<file path="src/rtl/regfile_pkg.sv">
// Shared constants and elaboration helpers for the multi-port register file.
package regfile_pkg;

  localparam int INIT_ZERO  = 0;
  localparam int INIT_INDEX = 1;

  localparam int DEF_DATA_W   = 32;
  localparam int DEF_ADDR_W   = 4;
  localparam int DEF_NUM_REGS = 15;

  // R15 is the program counter and is held outside this file.
  localparam int PC_IDX = 15;

  // Number of bits needed to hold the values 0..n.
  function automatic int bits_for(input int n);
    return (n < 1) ? 1 : $clog2(n + 1);
  endfunction

  function automatic int max_i(input int a, input int b);
    return (a > b) ? a : b;
  endfunction

endpackage

</file>
<file path="src/rtl/regfile_scoreboard.sv">
// Per-register pending-write counters: ID reserves a destination, WB releases it.
// Produces the read-side busy flags, the reservation grant and a sticky error.
module regfile_scoreboard
  import regfile_pkg::*;
#(
  parameter int NUM_REGS = DEF_NUM_REGS,
  parameter int ADDR_W   = DEF_ADDR_W,
  parameter int NUM_RD   = 2,
  parameter int NUM_WR   = 2,
  parameter int PEND_W   = 2
) (
  input  logic                     clk,
  input  logic                     rst,
  input  logic [NUM_RD*ADDR_W-1:0] rd_addr,
  output logic [NUM_RD-1:0]        rd_busy,
  input  logic [NUM_WR-1:0]        wb_en,
  input  logic [NUM_WR*ADDR_W-1:0] wb_addr,
  input  logic [NUM_WR-1:0]        wb_release,
  input  logic                     rsv_en,
  input  logic [ADDR_W-1:0]        rsv_addr,
  output logic                     rsv_ok,
  output logic                     sb_err
);

  localparam int DEPTH = 1 << ADDR_W;
  localparam int DEC_W = bits_for(NUM_WR);
  localparam int SUM_W = max_i(PEND_W, DEC_W) + 1;
  localparam logic [PEND_W-1:0] CNT_MAX    = '1;
  localparam logic [ADDR_W:0]   NUM_REGS_X = (ADDR_W + 1)'(NUM_REGS);

  genvar gi;

  logic [ADDR_W-1:0]   wb_addr_a [NUM_WR];
  logic [NUM_WR-1:0]   rel_v;
  logic [PEND_W-1:0]   avail_ext [DEPTH];
  logic [NUM_REGS-1:0] under_v;
  logic                rsv_in_range;
  logic                rsv_refused;
  logic                sb_err_q;
  logic                sb_err_d;

  for (gi = 0; gi < NUM_WR; gi++) begin : g_wb
    assign wb_addr_a[gi] = wb_addr[gi*ADDR_W +: ADDR_W];
    assign rel_v[gi]     = wb_en[gi] & wb_release[gi];
  end

  // avail = count left after this cycle's releases, clamped at zero; slots
  // beyond NUM_REGS read as zero so out-of-range lookups are never busy.
  for (gi = 0; gi < DEPTH; gi++) begin : g_cnt
    if (gi < NUM_REGS) begin : g_live
      localparam logic [ADDR_W-1:0] IDX = ADDR_W'(gi);

      logic [PEND_W-1:0] cnt_q;
      logic [PEND_W-1:0] cnt_d;
      logic [DEC_W-1:0]  dec;
      logic [SUM_W-1:0]  cnt_x;
      logic [SUM_W-1:0]  dec_x;
      logic [SUM_W-1:0]  sum_x;
      logic              inc;

      always_comb begin
        dec = '0;
        for (int p = 0; p < NUM_WR; p++) begin
          if (rel_v[p] && (wb_addr_a[p] == IDX)) begin
            dec = dec + DEC_W'(1);
          end
        end
      end

      assign cnt_x         = SUM_W'(cnt_q);
      assign dec_x         = SUM_W'(dec);
      assign avail_ext[gi] = (cnt_x > dec_x) ? PEND_W'(cnt_x - dec_x) : '0;
      assign under_v[gi]   = (cnt_x < dec_x);
      assign inc           = rsv_en && (rsv_addr == IDX) && rsv_ok;
      assign sum_x         = cnt_x + SUM_W'(inc);

      always_comb begin
        cnt_d = '0;
        if (sum_x >= dec_x) begin
          cnt_d = PEND_W'(sum_x - dec_x);
        end
      end

      always_ff @(posedge clk or negedge rst) begin
        if (!rst) begin
          cnt_q <= '0;
        end else begin
          cnt_q <= cnt_d;
        end
      end
    end else begin : g_pad
      assign avail_ext[gi] = '0;
    end
  end

  for (gi = 0; gi < NUM_RD; gi++) begin : g_busy
    assign rd_busy[gi] = (avail_ext[rd_addr[gi*ADDR_W +: ADDR_W]] != '0);
  end

  assign rsv_in_range = ({1'b0, rsv_addr} < NUM_REGS_X);
  assign rsv_ok       = !(rsv_in_range && (avail_ext[rsv_addr] == CNT_MAX));
  assign rsv_refused  = rsv_en && !rsv_ok;

  always_comb begin
    sb_err_d = sb_err_q | rsv_refused | (|under_v);
  end

  always_ff @(posedge clk or negedge rst) begin
    if (!rst) begin
      sb_err_q <= 1'b0;
    end else begin
      sb_err_q <= sb_err_d;
    end
  end

  assign sb_err = sb_err_q;

endmodule

</file>
<file path="src/rtl/regfile_mp.sv">
// Multi-port architectural register file (R0..R14) with posedge write-back,
// same-cycle write-to-read bypass and a pending-write scoreboard.
module regfile_mp
  import regfile_pkg::*;
#(
  parameter int DATA_W    = DEF_DATA_W,
  parameter int NUM_REGS  = DEF_NUM_REGS,
  parameter int ADDR_W    = DEF_ADDR_W,
  parameter int NUM_RD    = 2,
  parameter int NUM_WR    = 2,
  parameter int PEND_W    = 2,
  parameter int INIT_MODE = INIT_INDEX
) (
  input  logic                     clk,
  input  logic                     rst,
  input  logic [NUM_RD*ADDR_W-1:0] rd_addr,
  output logic [NUM_RD*DATA_W-1:0] rd_data,
  output logic [NUM_RD-1:0]        rd_busy,
  input  logic [NUM_WR-1:0]        wb_en,
  input  logic [NUM_WR*ADDR_W-1:0] wb_addr,
  input  logic [NUM_WR*DATA_W-1:0] wb_data,
  input  logic [NUM_WR-1:0]        wb_release,
  input  logic                     rsv_en,
  input  logic [ADDR_W-1:0]        rsv_addr,
  output logic                     rsv_ok,
  output logic                     sb_err
);

  localparam int DEPTH = 1 << ADDR_W;
  localparam logic [ADDR_W:0] NUM_REGS_X = (ADDR_W + 1)'(NUM_REGS);

  genvar gi;

  logic [ADDR_W-1:0] wb_addr_a [NUM_WR];
  logic [DATA_W-1:0] wb_data_a [NUM_WR];
  logic [NUM_WR-1:0] wb_valid;
  logic [DATA_W-1:0] regs_ext  [DEPTH];

  for (gi = 0; gi < NUM_WR; gi++) begin : g_wb
    assign wb_addr_a[gi] = wb_addr[gi*ADDR_W +: ADDR_W];
    assign wb_data_a[gi] = wb_data[gi*DATA_W +: DATA_W];
    assign wb_valid[gi]  = wb_en[gi] && ({1'b0, wb_addr_a[gi]} < NUM_REGS_X);
  end

  // Storage padded to the full address space with constant zeros so reads
  // of unimplemented addresses need no separate range check.
  for (gi = 0; gi < DEPTH; gi++) begin : g_reg
    if (gi < NUM_REGS) begin : g_live
      localparam logic [ADDR_W-1:0] IDX = ADDR_W'(gi);
      localparam logic [DATA_W-1:0] RST_VAL =
        (INIT_MODE == INIT_INDEX) ? DATA_W'(gi) : '0;

      logic [DATA_W-1:0] reg_q;
      logic [DATA_W-1:0] reg_d;

      // Later ports overwrite earlier ones, so the highest index wins.
      always_comb begin
        reg_d = reg_q;
        for (int p = 0; p < NUM_WR; p++) begin
          if (wb_valid[p] && (wb_addr_a[p] == IDX)) begin
            reg_d = wb_data_a[p];
          end
        end
      end

      always_ff @(posedge clk or negedge rst) begin
        if (!rst) begin
          reg_q <= RST_VAL;
        end else begin
          reg_q <= reg_d;
        end
      end

      assign regs_ext[gi] = reg_q;
    end else begin : g_pad
      assign regs_ext[gi] = '0;
    end
  end

  for (gi = 0; gi < NUM_RD; gi++) begin : g_rd
    logic [ADDR_W-1:0] addr;
    logic [DATA_W-1:0] rd_val;

    assign addr = rd_addr[gi*ADDR_W +: ADDR_W];

    always_comb begin
      rd_val = regs_ext[addr];
      for (int p = 0; p < NUM_WR; p++) begin
        if (wb_valid[p] && (wb_addr_a[p] == addr)) begin
          rd_val = wb_data_a[p];
        end
      end
    end

    assign rd_data[gi*DATA_W +: DATA_W] = rd_val;
  end

  regfile_scoreboard #(
    .NUM_REGS (NUM_REGS),
    .ADDR_W   (ADDR_W),
    .NUM_RD   (NUM_RD),
    .NUM_WR   (NUM_WR),
    .PEND_W   (PEND_W)
  ) u_sb (
    .clk        (clk),
    .rst        (rst),
    .rd_addr    (rd_addr),
    .rd_busy    (rd_busy),
    .wb_en      (wb_en),
    .wb_addr    (wb_addr),
    .wb_release (wb_release),
    .rsv_en     (rsv_en),
    .rsv_addr   (rsv_addr),
    .rsv_ok     (rsv_ok),
    .sb_err     (sb_err)
  );

endmodule

</file>
<file path="config.mk">
export PLATFORM = sky130hd
export DESIGN_NAME = regfile_mp
export DESIGN_NICKNAME = d
export VERILOG_FILES = /design/src/rtl/regfile_pkg.sv /design/src/rtl/regfile_scoreboard.sv /design/src/rtl/regfile_mp.sv
export SDC_FILE = /design/constraint.sdc
export NUM_CORES = 2
export LEC_CHECK = 0
export CORE_AREA = 2 2 284 286
export CTS_BUF_LIST = sky130_fd_sc_hd__clkbuf_4
export DETAILED_ROUTE_END_ITERATION = 16
export DIE_AREA = 0 0 286 288
export SYNTH_ARGS = -nofsm -noshare
export SYNTH_HDL_FRONTEND = slang
export SYNTH_SLANG_ARGS = --single-unit
</file>
<file path="constraint.sdc">
create_clock -name clk -period 3.5 [get_ports clk]
set_clock_uncertainty 0.15 [all_clocks]
set_input_delay 0.35 -clock clk [delete_from_list [all_inputs] [get_ports clk]]
set_output_delay 0.35 -clock clk [all_outputs]
set_load 0.02 [all_outputs]
</file>
==> impl_metrics.yaml <==
clock_network:
  cts.sinks: 511
  root_buffer: "clkbuf_4"
  cts_tree: "built"
  clk_latency_ns: 1.02
  h-tree-depth: 4
  cts_buffers: 152
  clk_path_buf_depth: 3
  path_clk_slew_ns: 0.07
worst_setup_path:
  worstSetupPathType: "in2out"
  reg2reg_depth: 16
  cp_slowest_cell: "mux4_2"
  crit_chain: "dlygate4sd2_1 -> buf_4 -> nor2_4 -> buf_4 -> nand3_4 -> nor2_2 -> ha_1 -> ha_4 -> inv_2 -> fa_1 -> nand2b_1 -> a21boi_1 -> mux4_2 -> o22ai_4 -> a31oi_4 -> buf_6"
  required_ns: 3.00
  reg2reg_from: "u_sb.g_cnt[3].g_live.cnt_q[0]"
  reg2reg_slack_ns: 0.09
  startpoint: "wb_addr[6]"
  arrival_ns: 3.23
  reg2reg_to: "u_sb.g_cnt[10].g_live.cnt_q[0]"
  worst-path-max-fanout: 4
  max_stage_delay_ns: 0.50
  crit_path_frequent_cell: "buf_4"
  startpoint_type: "input pin"
  crit_path_end_kind: "output port"
run_status:
  outcome: "finished with violations"
  violations: "negative setup slack"
floorplan:
  pin_count: 159
  die_h_um: 288
  die_w_um: 286
  start_util_pct: 44.6
  core_um2: 79600
  num_rows: 104
  die-area_um2: 82400
final_layout:
  final_cell_area_um2: 43800
  nNetsFinal: 4077
  syn_to_final_growth_pct: 23.5
  layout-drive-gt1-share_pct: 27.9
  final_cells: 5046
  final_core_util_pct: 55.0
  num-fill-cells: 7126
sta:
  maxSlewViolCount: 0
  rsz0062_at_grt: "true"
  slew_headroom_pct: 28.2
  tns_ns: -0.727
  setup-violations-final: 6
  tightest_slew_ns: 1.08
  hold_viol_final: 0
  fin_crit_sh_pct: 107
  fmax_ghz: 0.268
  min_period_ns: 3.73
  setup_slack_ns: -0.234
detailed_routing:
  drc_errors: 0
  routed_wl_um: 125000
  drtAntennaViolNets: 0
  wl_per_cell_um: 24.9
  vias: 29900
  drt_iter0_drc: 2687
  first_pass_iters: 6
  vias_per_cell: 5.93
yosys:
  syn_avg_cell_area_um2: 10.2
  synth_cell_types: 50
  ys.flop_type: "dfrtp_1"
  postSynthCellCount: 3478
  synth_top_family_by_area: "multiplexers"
  post_synth_xor_area_fraction_pct: 0.543
  synth-simple-area-share_pct: 9.78
  synth_area_leader_cell: "dfrtp_1"
  synth-seq-cells: 511
  synthAdderAreaFrac_pct: 4.87
  ys_async_sr_fraction_pct: 100
  synth_top_area_share_pct: 34.1
  syn_area_um2: 35500
  synth-edff-count: 0
  synthMuxAreaShare_pct: 31.1
  ys_warn_count: 0
  synth_area_leaders: "dfrtp_1 (34%), mux4_2 (17%), mux2i_1 (14%)"
  yosysMostFrequentCell: "mux2i_1"
  syn_nets: 3689
  yosysSeqAreaShare_pct: 36.1
  synth_compound_area_share_pct: 11.9
  ys_top_cells_by_count: "mux2i_1 (512), dfrtp_1 (483), nor2_1 (438)"
power_and_ir_drop:
  p_leak_nw: 18.7
  ir_drop_mv: 0.271
  p_per_area_nw_per_um2: 503
place:
  post-dp-hpwl_um: 77000
  io_buffers: 158
  dpl_cell_area_um2: 40600
  gp_congestion: 0.875
  placedCellCount: 4672
  pre_cts_ws_ns: -1.21
global_routing:
  antenna_found_initial: 6
  grt_pass1_wl_um: 190000
  grt_max_degree: 85
  grt_usage_pct: 30.7
  grt_pass1_vias: 30100
  overflow: 0
hold_path:
  hold_path_end: "g_reg[6].g_live.reg_q[19]"
  hold_depth: 7
  min_from: "wb_en[0]"
  hp-class: "in2reg"
flow_run:
  drv_cap: 0
[cell type report]
class	count	area (µm²)	share of cell area [%]
clock buffer	224	1680	3.84
antenna	8	20.0	0.0457
inverter	141	529	1.21
sequential	511	12800	29.3
tap	1060	1330	3.03
multi-input combinational	2467	21500	49.0
timing repair buffer	593	5720	13.1
clock inverter	42	256	0.585
[how the worst max path moves through the flow]
stage                                                end  cells past startpoint
after floorplan           u_sb.g_cnt[10].g_live.cnt_q[0]                     21
after global placement    u_sb.g_cnt[10].g_live.cnt_q[0]                     18
after detailed placement  u_sb.g_cnt[11].g_live.cnt_q[0]                     17
after CTS                                     rd_busy[0]                     10
after global routing                          rd_busy[0]                     10
final                                         rd_busy[0]                     16
[where the power goes]
part | internal (W) | switching, W | leakage [nW]
Sequential | 0.00749 | 0.00114 | 6.03
Combinational | 0.00410 | 0.00331 | 11.5
Clock | 0.00314 | 0.00287 | 1.15
Total | 0.0147 | 0.00732 | 18.7
[cell usage in the layout, fill, tap and decap left out, types with 17 or more instances in the layout]
cell	Yosys	layout
clkbuf_4	0	224
buf_12	0	59
buf_4	0	307
dfrtp_1	483	482
nor2b_4	0	28
ha_1	90	71
o21ai_0	183	177
o2bb2ai_1	64	64
inv_1	141	128
a221o_1	32	32
dlygate4sd3_1	0	70
mux4_2	262	262
clkinv_1	0	28
fa_1	30	25
a21oi_1	368	368
inv_2	0	18
clkdlybuf4s50_1	0	70
nor2_1	438	417
nor2b_1	46	18
nand2_1	261	250
o221ai_1	32	28
buf_6	3	38
xnor2_1	18	18
nand2b_1	24	17
dfstp_2	28	28
mux2i_1	512	512
[metal layers]
metal / track usage (%) / part of all wire [%] / wire (µm) / vias to the layer above
li1: - / - / - / 13400
met1: 41.0 / 42 / 52100 / 14900
met2: 49.2 / 47 / 59200 / 1338
met4: 12.0 / 3.7 / 4580 / 6
met3: 6.19 / 7.6 / 9570 / 311
met5: 0 / 0.026 / 33 / -
[logic make-up after synthesis]
| logic type | Yosys count |
|---|---|
| AOI/OAI and AO/OA | 721 |
| xor gates and xnor gates | 22 |
| adders and majority gates | 120 |
| buffers and inverters | 500 |
| DFF | 511 |
| muxes | 774 |
| and+or+nand+nor | 830 |
[sequential cells by signal, summed over array words and instances (netlist names)]
name,flops
g.g_live.reg_q,480
u_sb.g_cnt.g_live.cnt_q,30
u_sb.sb_err,1
[metrics by stage]
stage          hold WS (ns)  total power (W)
2_1_floorplan       -0.0956           0.0131
3_3_place_gp          0.224           0.0155
3_5_place_dp          0.220           0.0157
4_1_cts             0.00320           0.0218
5_1_grt              0.0137           0.0233
6_report             0.0357           0.0220
[critical path: cells and delay by family]
family | cells | cell delay (ns)
AOI/OAI and AO/OA | 3 | 0.31
adders and majority gates | 3 | 0.89
buffers and inverters | 5 | 0.82
muxes | 1 | 0.50
and+or+nand+nor | 4 | 0.35
[repair_timing]
action	in CTS	in global routing
gates resized for setup	328	132
endpoints found under the setup margin	75	62
endpoints found under the hold margin	857	10
hold buffers	69	2
setup buffers	5	26
pin swaps	14	29
Power figures use the tool's default switching activity.
